### config.mk
export PLATFORM = sky130hd
export DESIGN_NAME = match_engine
export DESIGN_NICKNAME = d
export VERILOG_FILES = /design/src/rtl/tile_game_pkg.sv /design/src/rtl/game_timer.sv /design/src/rtl/match_engine.sv
export SDC_FILE = /design/constraint.sdc
export NUM_CORES = 1
export LEC_CHECK = 0
export CELL_PAD_IN_SITES_DETAIL_PLACEMENT = 1
export CELL_PAD_IN_SITES_GLOBAL_PLACEMENT = 1
export CORE_AREA = 2 2 127 129
export CTS_CLUSTER_SIZE = 8
export DETAILED_ROUTE_END_ITERATION = 8
export DIE_AREA = 0 0 129 131
export PLACE_DENSITY = 0.72
export SYNTH_ARGS = -nofsm -noshare
export SYNTH_HDL_FRONTEND = slang
export SYNTH_SLANG_ARGS = --single-unit
### constraint.sdc
create_clock -name CLOCK_50 -period 2.27 [get_ports CLOCK_50]
set_input_delay 0.454 -clock CLOCK_50 [delete_from_list [all_inputs] [get_ports CLOCK_50]]
set_output_delay 0.454 -clock CLOCK_50 [all_outputs]
set_load 0.005 [all_outputs]
### src/rtl/tile_game_pkg.sv
// ============================================================================
// Module      : tile_game_pkg
// Description : Shared types and constants for the 4x4 tile-matching game.
// Revision    : 1.0 - initial release
// ============================================================================
`default_nettype none

package tile_game_pkg;

    localparam int NUM_TILES = 16;
    localparam int NUM_PAIRS = 8;

    typedef enum logic [2:0] {
        ST_IDLE    = 3'd0,
        ST_FIRST   = 3'd1,
        ST_SECOND  = 3'd2,
        ST_COMPARE = 3'd3,
        ST_HOLD    = 3'd4,
        ST_DONE    = 3'd5
    } state_e;

    // Tile i sits at bits [3i+2:3i]; tiles i and i+8 carry the same value.
    localparam logic [NUM_TILES*3-1:0] TILE_LAYOUT = {
        3'd7, 3'd6, 3'd5, 3'd4, 3'd3, 3'd2, 3'd1, 3'd0,
        3'd7, 3'd6, 3'd5, 3'd4, 3'd3, 3'd2, 3'd1, 3'd0
    };

    function automatic logic [2:0] tile_value(input logic [3:0] idx);
        return TILE_LAYOUT[int'(idx)*3 +: 3];
    endfunction

endpackage

`default_nettype wire

### src/rtl/game_timer.sv
// ============================================================================
// Module      : game_timer
// Description : Per-second tick prescaler driving a seconds-remaining counter.
// Revision    : 1.0 - initial release
// ============================================================================
`default_nettype none

module game_timer #(
    parameter int TICKS_PER_SEC = 50000000,
    parameter int TIME_LIMIT    = 99
) (
    input  logic       clk_i,
    input  logic       rst_i,
    input  logic       en_i,
    input  logic       load_i,
    output logic [6:0] time_left_o
);

    localparam int TICK_W = $clog2(TICKS_PER_SEC + 1);

    logic [TICK_W-1:0] tick_q;
    logic [6:0]        time_left_q;

    always_ff @(posedge clk_i) begin
        if (rst_i || load_i) begin
            tick_q      <= '0;
            time_left_q <= 7'(TIME_LIMIT);
        end else if (en_i) begin
            if (tick_q == TICK_W'(TICKS_PER_SEC - 1)) begin
                tick_q <= '0;
                // Stop at zero; the FSM leaves the active states one cycle later.
                if (time_left_q != 7'd0) begin
                    time_left_q <= time_left_q - 7'd1;
                end
            end else begin
                tick_q <= tick_q + 1'b1;
            end
        end
    end

    assign time_left_o = time_left_q;

endmodule

`default_nettype wire

### src/rtl/match_engine.sv
// ============================================================================
// Module      : match_engine
// Description : Memory-match game core: pick two tiles, compare, score, time out.
// Revision    : 1.0 - initial release
// ============================================================================
`default_nettype none

module match_engine
    import tile_game_pkg::*;
#(
    parameter int TICKS_PER_SEC = 50000000,
    parameter int TIME_LIMIT    = 99,
    parameter int MISMATCH_HOLD = 25000000
) (
    input  logic                 CLOCK_50,
    input  logic                 userquit,
    input  logic                 ingameOn,
    input  logic                 select,
    input  logic [3:0]           cursor,
    output logic                 gameOver,
    output logic                 win,
    output logic [NUM_TILES-1:0] revealed,
    output logic [NUM_TILES-1:0] matched,
    output logic [3:0]           score,
    output logic [7:0]           attempts,
    output logic [6:0]           time_left
);

    localparam int HOLD_W = $clog2(MISMATCH_HOLD + 1);

    state_e                state_q;
    logic [3:0]            idx1_q;
    logic [3:0]            idx2_q;
    logic [HOLD_W-1:0]     hold_q;
    logic                  game_over_q;
    logic                  win_q;
    logic [NUM_TILES-1:0]  revealed_q;
    logic [NUM_TILES-1:0]  matched_q;
    logic [3:0]            score_q;
    logic [7:0]            attempts_q;

    logic w_active;
    logic w_timeout;
    logic w_sel;
    logic w_pair_eq;
    logic w_final_pair;

    assign w_active     = (state_q == ST_FIRST) || (state_q == ST_SECOND) ||
                          (state_q == ST_COMPARE) || (state_q == ST_HOLD);
    assign w_timeout    = (time_left == 7'd0);
    assign w_sel        = select && ingameOn && !w_timeout;
    assign w_pair_eq    = (tile_value(idx1_q) == tile_value(idx2_q));
    assign w_final_pair = (state_q == ST_COMPARE) && w_pair_eq &&
                          (score_q == 4'(NUM_PAIRS - 1));

    game_timer #(
        .TICKS_PER_SEC (TICKS_PER_SEC),
        .TIME_LIMIT    (TIME_LIMIT)
    ) u_game_timer (
        .clk_i       (CLOCK_50),
        .rst_i       (userquit),
        .en_i        (w_active),
        .load_i      ((state_q == ST_IDLE) && ingameOn),
        .time_left_o (time_left)
    );

    always_ff @(posedge CLOCK_50) begin
        if (userquit) begin
            state_q     <= ST_IDLE;
            idx1_q      <= '0;
            idx2_q      <= '0;
            hold_q      <= '0;
            game_over_q <= 1'b0;
            win_q       <= 1'b0;
            revealed_q  <= '0;
            matched_q   <= '0;
            score_q     <= '0;
            attempts_q  <= '0;
        end else begin
            case (state_q)
                ST_IDLE: begin
                    if (ingameOn) begin
                        revealed_q <= '0;
                        matched_q  <= '0;
                        score_q    <= '0;
                        attempts_q <= '0;
                        hold_q     <= '0;
                        state_q    <= ST_FIRST;
                    end
                end
                ST_FIRST: begin
                    if (w_sel && !matched_q[cursor]) begin
                        revealed_q[cursor] <= 1'b1;
                        idx1_q             <= cursor;
                        state_q            <= ST_SECOND;
                    end
                end
                ST_SECOND: begin
                    if (w_sel && !matched_q[cursor] && (cursor != idx1_q)) begin
                        revealed_q[cursor] <= 1'b1;
                        idx2_q             <= cursor;
                        state_q            <= ST_COMPARE;
                    end
                end
                ST_COMPARE: begin
                    if (attempts_q != 8'hFF) begin
                        attempts_q <= attempts_q + 8'd1;
                    end
                    if (w_pair_eq) begin
                        matched_q[idx1_q] <= 1'b1;
                        matched_q[idx2_q] <= 1'b1;
                        score_q           <= score_q + 4'd1;
                        state_q           <= ST_FIRST;
                    end else begin
                        hold_q  <= '0;
                        state_q <= ST_HOLD;
                    end
                end
                ST_HOLD: begin
                    if (hold_q == HOLD_W'(MISMATCH_HOLD - 1)) begin
                        revealed_q[idx1_q] <= 1'b0;
                        revealed_q[idx2_q] <= 1'b0;
                        hold_q             <= '0;
                        state_q            <= ST_FIRST;
                    end else begin
                        hold_q <= hold_q + 1'b1;
                    end
                end
                default: begin
                    state_q <= state_q;
                end
            endcase

            // Completing the last pair beats both a quit request and a timeout.
            if (w_final_pair) begin
                state_q     <= ST_DONE;
                game_over_q <= 1'b1;
                win_q       <= 1'b1;
            end else if (w_active && !ingameOn) begin
                state_q <= ST_IDLE;
            end else if (w_active && w_timeout) begin
                state_q     <= ST_DONE;
                game_over_q <= 1'b1;
                win_q       <= 1'b0;
            end
        end
    end

    assign gameOver = game_over_q;
    assign win      = win_q;
    assign revealed = revealed_q;
    assign matched  = matched_q;
    assign score    = score_q;
    assign attempts = attempts_q;

endmodule

`default_nettype wire

==> flow_summary_export.csv <==
group,metric,value,unit
outcome,status,"finished clean",
yosys,syn_nets,705,
clocking,clkSinkCount,115,
cells_and_area,diodes,0,
place,portBuffers,60,
clocking,cts_made_buffers,17,
clocking,cts_tree,"done",
setup_path,worstPathMaxFanout,4,
floorplan,start_util,37.85,%
timing,finalHoldViolCount,0,
cells_and_area,fin_nets,811,
yosys,netlist_area,5904,sq um
yosys,ys_ff_latch,115,
yosys,synth_warnings,0,
floorplan,die_y,131,microns
setup_path,end_kind,"flop",
worst_hold_path,hold_start,"gameOver",
floorplan,dieArea,16900,sq um
timing,slew_headroom,58.98,%
cells_and_area,area_delta_synth_final,32.97,%
clocking,clk_path_buf_depth,2,
yosys,synthFlopType,"dfxtp_1",
setup_path,max_stage_delay,0.48,ns
global_route,overflow,0,
drt,drt_iter0_drc,255,
cells_and_area,final_cell_area,7851,sq um
yosys,synth-seq-area-share,38.99,%
drt,dr.pass1.iters,4,
yosys,synth_cell_types,71,
drt,wl_per_cell,17.43,microns
timing,clock.fmax,450.7,MHz
global_route,grt_pass1_wl,29060,microns
drt,num_vias,5479,
clocking,cts.reportedPaths.clkPinSlew,0.06,ns
clocking,postCtsSetupBuffers,0,
drt,route.detailed.drc,0,
setup_path,critPathLaunchType,"flop",
timing,period_share,97.75,%
timing,fin_worst_skew,0.008259,ns
power,peakVddDrop,497.0,uV
timing,setup_viol,0,
clocking,htreeDepth,4,
setup_path,rr_startpoint,"matched[14]",
yosys,syn-mean-instance-area,8.545,sq um
clocking,root_buffer,"clkbuf_16",
timing,fin_hold_ws,0.4839,ns
setup_path,cp_cell_sequence,"mux4_2 > nor2_1 > and4b_4 > nor4_4 > buf_6 > o21ai_2 > a2111oi_1",
floorplan,pin_count,61,
drt,drtAntennaViolNets,0,
clocking,ctsHoldBuffers,0,
global_route,antenna_found_initial,0,
clocking,clkLatencyLatePin,0.43,ns
setup_path,crit_arrival,2.53,ns
floorplan,die-width,129,microns
timing,period_needed,2.219,ns
cells_and_area,final_cell_mix,"149 x nor2_1, 108 x dfxtp_1, 57 x clkdlybuf4s50_1, 52 x buf_4, 49 x xor2_1",
yosys,async_flop_share,0,%
global_route,grt_pass1_vias,5867,
timing,slew_viol_final,0,
global_route,grt_max_degree,27,
run,maxCapViolCount,0,
floorplan,core,15600,sq um
drt,viasPerCell,5.340,
setup_path,critPathLaunch,"matched[14]",
place,routabilityCongestion,0.8745,
setup_path,slowest_stage,"mux4_2",
cells_and_area,post-route-util,50.34,%
place,dpl.hpwl,12970,microns
setup_path,cp.required,2.58,ns
global_route,grtUsageTotal,22.12,%
timing,rsz0062_at_grt,"true",
yosys,synth_enable_flop_cells,0,
cells_and_area,final_common_cell,"nor2_1",
place,post_dp_cell_area,7056,sq um
floorplan,row_count,46,
worst_hold_path,hold_path_class,"reg -> reg",
setup_path,criticalPathCategory,"reg -> reg",
cells_and_area,drive_gt1_share,16.79,%
timing,tightestPinTransition,0.6147,ns
drt,routed_wl,17890,microns
yosys,synth_cells,691,
power,total_leakage_power,2.770,nW
power,powerDensity,697.0,nW/um^2
## cells in the mapped netlist, drive strengths merged (4+ instances only)
cell / number / area (sq um)
a2111oi: 16 / 170.2
a21oi: 19 / 95.09
a22oi: 9 / 67.56
a31oi: 18 / 112.6
a32oi: 6 / 52.55
and2: 10 / 62.56
and3: 5 / 31.28
and4: 7 / 61.31
buf: 9 / 106.4
clkbuf: 21 / 88.83
dfxtp: 115 / 2302
ha: 6 / 75.07
inv: 21 / 78.83
mux2i: 13 / 130.1
nand2: 43 / 161.4
nand2b: 6 / 37.54
nand3: 28 / 140.1
nand4: 22 / 152.7
nor2: 151 / 569.3
nor2b: 13 / 81.33
nor3: 8 / 40.04
nor4: 8 / 86.33
nor4b: 6 / 73.81
o21a: 8 / 60.06
o21ai: 10 / 61.31
or2: 4 / 25.02
or3: 6 / 37.54
xnor2: 16 / 140.1
xor2: 49 / 429.2
## stage by stage
stage / total power (W) / setup WS [ns] / std cells / setup TNS (ns)
final: 0.005472 / 0.05107 / 1026 / 0
after global routing: 0.005632 / -0.05773 / 1026 / -0.1869
after detailed placement: 0.002428 / -0.7143 / 994 / -18.17
after CTS: 0.005512 / 0.008037 / 1026 / 0
after floorplan: 0.002298 / -0.05990 / 691 / -0.5317
after global placement: 0.002418 / -0.5587 / 994 / -15.93
## critical path, delay by kind of cell (launching register included)
kind	cells	cell delay, ns
muxes	1	0.48
DFF	1	0.33
buffers and inverters	1	0.18
and+or+nand+nor	3	0.60
AOI/OAI and AO/OA	2	0.50
## cells by family after synthesis
| kind of cell | Yosys count | share of synthesized area [%] |
|---|---|---|
| AND/OR/NAND/NOR | 329 | 28.31 |
| flip-flops | 115 | 38.99 |
| AO/OA/AOI/OAI | 106 | 13.50 |
| XOR/XNOR | 65 | 9.642 |
| buffers and inverters | 53 | 4.937 |
| multiplexers | 17 | 3.348 |
| adder cells (fa/ha/maj) | 6 | 1.271 |
## worst paths after layout
| path | slack [ns] | to | depth (start not counted) |
|---|---|---|---|
| max | 0.05 | revealed[10] | 7 |
| min | 0.48 | gameOver | 2 |
| max reg2reg | 0.05 | revealed[10] | 7 |
| min reg2reg | 0.48 | gameOver | 2 |
## per-layer routing
layer,vias up,routed length [microns],track usage (%)
met5,-,0,0
met4,0,648,11.96
met3,43,527,4.316
met2,104,9503,40.93
met1,2677,7207,23.82
li1,2655,-,-
## state kept, by name, indices dropped and copies added (netlist names), 3 cells and up
register and flops:
state_q 3, matched 16, idx2_q 4, idx1_q 4, u_game_timer.time_left_o 7, score 4
attempts 8, revealed 16, hold_q 25, u_game_timer.tick_q 26
## layout make-up
class / count / area, sq um
inverters: 21 / 78.83
clock buffers: 18 / 439.2
clock inverters: 14 / 234.0
fillers: 1825 / 7746
repair buffers: 119 / 1097
multi-input cells: 523 / 3421
well taps: 216 / 270.3
flip-flops and latches: 115 / 2311
## timing repair
action,4_1_cts,5_1_grt
setup endpoints to repair,29,34
pin swaps,5,3
gates resized for setup,18,19
## power breakdown
group	switching (W)	leakage [nW]	internal [W]
clock network	0.000985	0.330	0.00208
registers	0.0000203	0.929	0.00203
logic	0.000212	1.51	0.000142
No activity file was read; power rests on OpenSTA's default activity.
